--- config.mk ---
export PLATFORM = sky130hd
export DESIGN_NAME = ti_polyphase_cic_decim
export DESIGN_NICKNAME = d
export VERILOG_FILES = /design/src/rtl/ti_dsp_pkg.sv /design/src/rtl/ti_polyphase_lane.sv /design/src/rtl/ti_polyphase_cic_decim.sv
export SDC_FILE = /design/constraint.sdc
export NUM_CORES = 1
export LEC_CHECK = 0
export BUFFER_PORTS_ARGS = -buffer_cell sky130_fd_sc_hd__buf_4
export CORE_ASPECT_RATIO = 1.1
export CORE_MARGIN = 2
export CORE_UTILIZATION = 50
export CTS_CLUSTER_SIZE = 8
export DETAILED_ROUTE_END_ITERATION = 6
export PLACE_DENSITY = 0.67
export SYNTH_ARGS = -nofsm -noshare
export SYNTH_HDL_FRONTEND = slang
export SYNTH_HIERARCHICAL = 1
export SYNTH_SLANG_ARGS = --single-unit
--- constraint.sdc ---
create_clock -name clk -period 11.4 [get_ports clk]
set_input_delay 0.57 -clock clk [delete_from_list [all_inputs] [get_ports clk]]
set_output_delay 0.57 -clock clk [all_outputs]
set_load 0.005 [all_outputs]
--- src/rtl/ti_dsp_pkg.sv ---
// Shared helpers for the polyphase CIC decimator: width math, lane weights,
// mode encodings and the priming state type.
package ti_dsp_pkg;

  function automatic int clog2(input int v);
    int r;
    r = 0;
    while ((1 << r) < v) r++;
    return r;
  endfunction

  function automatic int out_width(input int bw, input int nph, input int rmax);
    return bw + 2 * clog2(nph) + clog2(rmax);
  endfunction

  function automatic int w_cur(input int k);
    return k + 1;
  endfunction

  function automatic int w_dly(input int nph, input int k);
    return nph - 1 - k;
  endfunction

  localparam logic MODE_SPLIT = 1'b0;
  localparam logic MODE_COMB  = 1'b1;

  typedef enum logic {ST_UNPRIMED, ST_PRIMED} prime_state_t;

endpackage

--- src/rtl/ti_polyphase_lane.sv ---
// One interleaved lane: gated delay register plus the registered triangular
// weighted pair w_cur*x + w_dly*z, sign-extended to the output width.
module ti_polyphase_lane
  import ti_dsp_pkg::*;
#(
  parameter int BW  = 6,
  parameter int NPH = 8,
  parameter int K   = 0,
  parameter int OW  = 14
) (
  input  logic                 clk,
  input  logic                 res,
  input  logic                 flush,
  input  logic                 in_valid,
  input  logic signed [BW-1:0] x,
  output logic signed [OW-1:0] pair
);

  localparam logic signed [OW-1:0] WC = OW'(w_cur(K));
  localparam logic signed [OW-1:0] WD = OW'(w_dly(NPH, K));

  logic signed [BW-1:0] z;
  logic signed [OW-1:0] xe;
  logic signed [OW-1:0] ze;

  assign xe = OW'(x);
  assign ze = OW'(z);

  // pair uses the pre-update z, i.e. the previous valid block on this lane
  always_ff @(posedge clk or negedge res) begin
    if (!res) begin
      z    <= '0;
      pair <= '0;
    end else if (flush) begin
      z    <= '0;
      pair <= '0;
    end else if (in_valid) begin
      z    <= x;
      pair <= WC * xe + WD * ze;
    end
  end

endmodule

--- src/rtl/ti_polyphase_cic_decim.sv ---
// Time-interleaved polyphase CIC-2 decimator: lane tree sum, priming/flush
// control and run-time integrate-and-dump over R blocks.
//
// state       | meaning
// ST_UNPRIMED | next valid block only loads the lane delay registers
// ST_PRIMED   | every valid block yields a block sum one cycle later
module ti_polyphase_cic_decim
  import ti_dsp_pkg::*;
#(
  parameter int BW    = 6,
  parameter int NPH   = 8,
  parameter int RMAX  = 4,
  parameter int LOG2N = clog2(NPH),
  parameter int RW    = clog2(RMAX),
  parameter int OW    = BW + 2 * LOG2N + RW
) (
  input  logic                  clk,
  input  logic                  res,
  input  logic                  in_valid,
  input  logic [NPH*BW-1:0]     in,
  input  logic                  flush,
  input  logic                  mode,
  input  logic [RW-1:0]         dec_r,
  output logic                  out_valid,
  output logic signed [OW-1:0]  out_i,
  output logic signed [OW-1:0]  out_q
);

  prime_state_t         state;
  logic                 s1_v;
  logic                 mode_r;
  logic [RW-1:0]        r_last;
  logic [RW-1:0]        cnt;
  logic signed [OW-1:0] acc_i;
  logic signed [OW-1:0] acc_q;
  logic signed [OW-1:0] pair [NPH];
  logic signed [OW-1:0] sum_i;
  logic signed [OW-1:0] sum_q;
  logic signed [OW-1:0] grp_i;
  logic signed [OW-1:0] grp_q;

  for (genvar k = 0; k < NPH; k++) begin : g_lane
    ti_polyphase_lane #(
      .BW (BW),
      .NPH(NPH),
      .K  (k),
      .OW (OW)
    ) u_lane (
      .clk     (clk),
      .res     (res),
      .flush   (flush),
      .in_valid(in_valid),
      .x       (in[k*BW +: BW]),
      .pair    (pair[k])
    );
  end

  // even lanes are the odd phases and go to I
  always_comb begin
    sum_i = '0;
    sum_q = '0;
    for (int k = 0; k < NPH; k++) begin
      if (mode_r == MODE_COMB || (k % 2) == 0) sum_i = sum_i + pair[k];
      else                                      sum_q = sum_q + pair[k];
    end
  end

  assign grp_i = (cnt == '0) ? sum_i : acc_i + sum_i;
  assign grp_q = (cnt == '0) ? sum_q : acc_q + sum_q;

  always_ff @(posedge clk or negedge res) begin
    if (!res) begin
      state     <= ST_UNPRIMED;
      s1_v      <= 1'b0;
      mode_r    <= MODE_SPLIT;
      r_last    <= '0;
      cnt       <= '0;
      acc_i     <= '0;
      acc_q     <= '0;
      out_valid <= 1'b0;
      out_i     <= '0;
      out_q     <= '0;
    end else if (flush) begin
      state     <= ST_UNPRIMED;
      s1_v      <= 1'b0;
      mode_r    <= mode;
      r_last    <= dec_r;
      cnt       <= '0;
      acc_i     <= '0;
      acc_q     <= '0;
      out_valid <= 1'b0;
    end else begin
      out_valid <= 1'b0;
      s1_v      <= in_valid && (state == ST_PRIMED);
      if (in_valid) state <= ST_PRIMED;
      if (s1_v) begin
        acc_i <= grp_i;
        acc_q <= grp_q;
        if (cnt == r_last) begin
          out_i     <= grp_i;
          out_q     <= grp_q;
          out_valid <= 1'b1;
          cnt       <= '0;
        end else begin
          cnt <= cnt + 1'b1;
        end
      end
    end
  end

endmodule

# After elaboration in Yosys (flattened, before gate mapping)

Cells that the tools add are included.

Input bits: 55
Register bits: 218
Output and inout port bits: 29
Logic and storage cells: 113

Eq/ne operators: 1
$mul: 8
Reductions and logical operators: 5
Add/subtract/negate cells: 20
Bitwise gates (word level): 1
Multiplexer cells: 53

Operator list:

| operator                                                            | number |
|---|---|
| 14-bit 2-to-1 mux                                                   | 30 |
| 14-bit adder                                                        | 14 |
| 6-bit 2-to-1 mux                                                    | 14 |
| 4-bit by 6-bit multiplier with 10-bit output (first input constant) | 4 |
| 3-bit by 6-bit multiplier with 9-bit output (first input constant)  | 4 |
| 10-bit by 6-bit adder with 11-bit output                            | 1 |
| 10-bit by 7-bit adder with 11-bit output                            | 1 |
| 6-bit by 10-bit adder with 11-bit output                            | 1 |
| 7-bit by 10-bit adder with 11-bit output                            | 1 |
| 8-bit by 8-bit adder with 9-bit output                              | 1 |
| 1-bit 2-to-1 mux                                                    | 6 |
| 2-bit 2-to-1 mux                                                    | 3 |
| 2-bit nonzero test                                                  | 2 |
| 3-bit AND reduction                                                 | 1 |
| 2-bit by 1-bit adder with 2-bit output (second input constant)      | 1 |
| 2-bit == test                                                       | 1 |
| 2-bit logical NOT                                                   | 1 |
| 1-bit logical AND                                                   | 1 |
| 1-bit NOT                                                           | 1 |

# Depth between registers and ports, before layout

Word-level depth: 15
Depth in mapped cells: 53
Depth with buffers taken out: 52

# Modules after synthesis

Netlist, hierarchy kept.

Modules (own cells, without submodules):

| module                                   | cells an instance | area each (um^2) | sequential area each (um^2) | instances |
|---|---|---|---|---|
| ti_polyphase_cic_decim                   | 1248              | 9849.4           | 1601.5                      | 1 |
| ti_polyphase_lane (g_lane[0].u_lane ...) | 169               | 1622.8           | 425.4                       | 2 |
| ti_polyphase_lane (g_lane[1].u_lane ...) | 150               | 1381.3           | 400.4                       | 2 |
| ti_polyphase_lane (g_lane[4].u_lane)     | 169               | 1661.6           | 425.4                       | 1 |
| ti_polyphase_lane (g_lane[2].u_lane)     | 171               | 1645.3           | 425.4                       | 1 |
| ti_polyphase_lane (g_lane[3].u_lane)     | 83                | 824.5            | 325.3                       | 1 |
| ti_polyphase_lane (g_lane[7].u_lane)     | 28                | 307.8            | 150.1                       | 1 |

# Worst setup path after synthesis

No wires, ideal clock.

Kind: register to register
Start: reg mode_r
End: reg out_i[13]
Required time: 11275 ps
Cell stages (with the launch flop): 46
Arrival: 8849 ps
Path buffers: 3
Setup slack: 2427 ps
Path through: dfrtp_1 -> clkbuf_1 -> buf_2 -> buf_1 -> mux2_2 -> ha_1 -> inv_1 -> fa_1 -> fa_1 -> nand2_1 -> a21boi_0 -> inv_1 -> fa_1 -> nor2b_1 -> o21ai_1 -> a21boi_1 -> o21ai_1 -> a21boi_1 -> [10 not listed] -> ha_1 -> nand2_1 -> o31ai_1 -> xor2_1 -> ha_1 -> or3_1 -> o211ai_1 -> xnor2_1 -> mux2_2 -> ha_1 -> o21a_1 -> nor2_1 -> a21oi_1 -> mux2i_1 -> xnor2_1 -> xnor3_1 -> xnor2_1 -> mux2_2

Word-level cells in the longest chain between the ends: 12

RTL lines:

| what                       | RTL line                      | source |
|---|---|---|
| start, declared            | ti_polyphase_cic_decim.sv:31  | `logic mode_r;` |
| start signal, assigned     | ti_polyphase_cic_decim.sv:86  | `mode_r <= mode;` |
| 14-bit 2-to-1 mux          | ti_polyphase_cic_decim.sv:63  | `if (mode_r == MODE_COMB \|\| (k % 2) == 0) sum_i = sum_i + pair[k];` |
| 14-bit adder (2 in series) | ti_polyphase_cic_decim.sv:63  |  |
| 14-bit 2-to-1 mux          | ti_polyphase_cic_decim.sv:63  |  |
| 14-bit adder (2 in series) | ti_polyphase_cic_decim.sv:63  |  |
| 14-bit 2-to-1 mux          | ti_polyphase_cic_decim.sv:63  |  |
| 14-bit adder (2 in series) | ti_polyphase_cic_decim.sv:63  |  |
| 14-bit 2-to-1 mux *        | ti_polyphase_cic_decim.sv:63  |  |
| 14-bit adder               | ti_polyphase_cic_decim.sv:68  | `assign grp_i = (cnt == '0) ? sum_i : acc_i + sum_i;` |
| 14-bit 2-to-1 mux *        | ti_polyphase_cic_decim.sv:68  |  |
| end signal, assigned       | ti_polyphase_cic_decim.sv:100 | `out_i <= grp_i;` |
| end, declared              | ti_polyphase_cic_decim.sv:25  | `output logic signed [OW-1:0] out_i,` |

Mark *: on every way between the ends. The rest lies on a longest branch, timed or not.
A chain may end at the register's enable or synchronous reset.

# Worst setup path in the final report

Ends and elaborated chain as after synthesis.

==> results.md <==
- By startpoint and endpoint, the worst setup path is classified as reg2reg.
- The routed layout has 16.34k vias.
- The floorplan has 77 rows.
- The number of setup buffers added after CTS is 0.
- The most used flip-flop cell after synthesis is sky130_fd_sc_hd__dfrtp_1.
- Counting every sink on the clock net gives roughly 180.
- In this run the power density over the cells is 211.7 mW/mm².
- The slowest library cell on the worst path is sky130_fd_sc_hd__dfrtp_2.
- The floorplan step set the die width to between 150 and 200 µm.
- STA classifies the critical path endpoint as a flop.
- The area added between synthesis and finish is 6.670%.
- The combined area of the multi-input logic cells is 0.01450 mm².
- The commonest cells after synthesis are sky130_fd_sc_hd__nor2_1, sky130_fd_sc_hd__ha_1, sky130_fd_sc_hd__dfrtp_1.
- The number of endpoints failing setup at the final stage is 0.
- The combinational family with the most area after synthesis is adder cells.
- For this configuration, the core starts out at a cell density of 0.5064.
- The tree is rooted in a sky130_fd_sc_hd__clkbuf_16.
- The number of warnings printed during yosys synthesis is 6.
- Static timing analysis puts the maximum clock frequency at 104.8 MHz.
- After the first detailed-routing iteration, the DRC count stood at approximately 800.
- Of the total synthesized cell area, the portion taken by full adders, half adders and majority gates is 0.2393.
- The sum of internal, switching and leakage power is around 4.6 mW.
- The compound-cell area share of the yosys netlist is 0.1954.
- The number of nets with antenna violations after detailed routing is 0.
- The final antenna diode count is 0.
- The cell that appears most often on the critical path is sky130_fd_sc_hd__ha_1.
- The sequential area share after synthesis is 0.2256.
- The number of hold buffers added after CTS was 0.
- After detailed routing, the met3 layer carries 1144 µm of wire.
- The final max-slew violation count was 0.
- Entering global routing, the biggest net connects 105 pins.
- Clock latency on the worst-skew pair, taken at its later pin, is 480 ps.
- The core region is 0.04008 mm².
- The instance count of the mapped netlist is 2337.
- The post-synthesis cell type count is 85.
- The final core utilization is 0.5402.
- The register cell area after layout is 0.004581 mm².
- The startpoint of the lowest-slack register-to-register path is mode_r.
- Of the available clock period, the critical path in the final layout requires 0.8368.
- The uppermost layer routed is met4.
- For this run the aggregate overflow at the end of global routing stands at 0.
- The tool flagged a number of max-cap violations equal to 0.
- The maximum buffer depth of the clock tree is 2.
- The height of the die is approximately 220 µm.
- In this run, synthesis produced a sequential element count of around 180.
- The total wire length after detailed routing is 45660 µm.
- The flow ran to the end, and the final reports show no timing, DRC or antenna violations.
- The multiplexer share of the synthesized area is 0.06220.
- The setup total negative slack is 0 ps.
- During I/O placement, the number of pins put on the boundary was between 80 and 90.
- Setup repair after global routing left no endpoint under its margin.
- The time the worst path needs with I/O delays and setup is roughly 9500 ps.
- By instance count, the leading cell after synthesis is sky130_fd_sc_hd__nor2_1.
- The largest single stage delay on the critical path is 850 ps.
- The post-detailed-route DRC marker count is 0.
- Measured against its own limit, the worst slew margin works out to 0.3940.
- Dividing the detail-routed via count by the number of cells gives 5.679.
- Setup slack on the critical path of the routed design comes to 1861 ps.
- STA puts the critical path data required time at 11770 ps.
- Before antenna repair, the detailed router went through 5 iterations.
- The half-perimeter wire length after detailed placement is 35450 µm.
- The synthesized area is 0.02030 mm².
- The last weighted congestion value of the routability-driven placer is approximately 0.90.
- The worst hold-check path type is in2async.
- In the global route stage, overall resource usage came out at 0.2246.
- The worst clock skew is 18.35 ps.
- The via count of the first global-routing pass came to 16.29k.
- By area the synthesized netlist is led by sky130_fd_sc_hd__dfrtp_1, sky130_fd_sc_hd__ha_1, sky130_fd_sc_hd__nor2_1.
- The number of levels in the clock H-tree is 4.
- The number of gates given a new drive strength after cts is 0.
- Dividing the detail-routed wire length by the instance count gives 15.87 µm.
- The fraction of registers with async set/reset is 1.000.
- The initial antenna violation count is 0.
- The highest fanout seen on the critical path is 41.
- sky130_fd_sc_hd__dfrtp_1 takes more of the synthesized area than any other cell.
- The first global-routing pass estimated 77950 µm of wire.
- The layout has 3658 filler cells.
- In the detailed route, the total length drawn on met2 is 22440 µm.
- The ratio of cells with drive above 1 in the final layout is 0.08883.
- The clock tree from TritonCTS is yes.
- The number of enable-type register cells in the synthesized netlist is 0.
- Of the total synthesized cell area, the portion taken by XOR and XNOR cells is 0.06423.
- At the pin with the least slew margin, the transition time is roughly 900 ps.
- Before CTS, the worst setup slack after placement is 1855 ps.
- The largest vdd supply drop is 0.1409 mV.
- The average cell area after synthesis is 8.685 µm².
- The share of synthesized area in the top cell type comes to 0.2256.
- The simple-gate share of the synthesized area is 0.1518.
- The most critical setup path has its startpoint at mode_r.
- The worst setup path is launched from a flop.
- The number of buffer cells added on primary ports is 83.
- The floorplan step defined a die boundary enclosing approximately 0.042 mm².
- Data arrives at the worst endpoint at 9910 ps.
- The static leakage is roughly 11 nW.
- The hold violation count in the final report is 0.
- Hold timing on the final database bottoms out at a slack of 39.70 ps.
- The detailed router put a total of 20740 µm of wire on met1.
- The number of nets in the final layout is 2764.
- Counting the buffers created by CTS gives 17.
- The clock-pin slew on the worst setup and hold paths is 80 ps.
path summary, 6_finish.rpt:
kind	depth (start not counted)	slack, ps	end
min in group clk	2	320	r_last[1]
worst max-delay path	42	1860	out_i[13]
worst max register to register	42	1860	out_i[13]
max in group asynchronous	2	10090	mode_r
worst min register to register	2	490	state
worst min-delay path	1	40	g_lane[6].u_lane/z[3]
logic make-up (layout without fill, tap and decap cells):
logic type | count (synthesis) | in the layout
other | 4 | 7
AND/OR/NAND/NOR | 670 | 670
XOR/XNOR | 144 | 144
buffers and inverters | 275 | 299
multiplexers | 122 | 122
flip-flops | 183 | 183
AO/OA/AOI/OAI | 582 | 582
adder cells (fa/ha/maj) | 357 | 357
worst max-delay path: cells and delay by family, from the launching register on:
kind,cells,cell delay [ps]
AO/OA/AOI/OAI,12,2090
XOR/XNOR,6,890
flip-flops,1,850
multiplexers,5,1450
adder cells (fa/ha/maj),8,2840
buffers and inverters,2,170
AND/OR/NAND/NOR,9,1120
placed cells by master, fill, tap and decap left out, drive strengths merged, types with 24 or more instances in the layout:
master,instances
xnor2,90
mux2,33
nand3,24
o21a,35
o21ai,125
fa,52
nor2,321
nand2,147
a21o,55
a211oi,62
mux2i,89
ha,305
nor2b,54
dfrtp,183
buf,92
a21oi,146
nor3,36
inv,182
xor2,52
stage by stage:
stage               instances  area, µm²
floorplan                2340      20310
global placement         2846      21090
detailed placement       2846      21090
CTS                      2877      21650
global route             2877      21650
finish                   2877      21650
power breakdown:
group	switching [mW]	internal, mW	leakage, nW
clock	0.300	0.288	0.267
sequential	0.0974	0.750	2.40
combinational	1.76	1.39	8.12
total	2.16	2.43	10.8
sequential cells by signal, summed over array words and instances, names as in the netlist:
signal,cells
g_lane.u_lane/z,42
out_valid,1
acc_q,14
g_lane.u_lane/pair,77
state,1
out_i,14
s1_v,1
out_q,14
mode_r,1
r_last,2
acc_i,14
cnt,2
cell type report:
class,count,share of cell area
Inverter,175,0.03034
Multi-Input combinational cell,1882,0.6698
Clock inverter,14,0.006068
Tap cell,513,0.02965
Clock buffer,17,0.01965
Timing Repair Buffer,93,0.03288
Sequential cell,183,0.2116
layer usage:
metal / vias to the layer above / track usage
li1: 8284 / -
met1: 7755 / 0.2784
met2: 234 / 0.3982
met3: 65 / 0.03390
met4: 0 / 0.07424
met5: - / 0
Power figures use the tool's default switching activity.
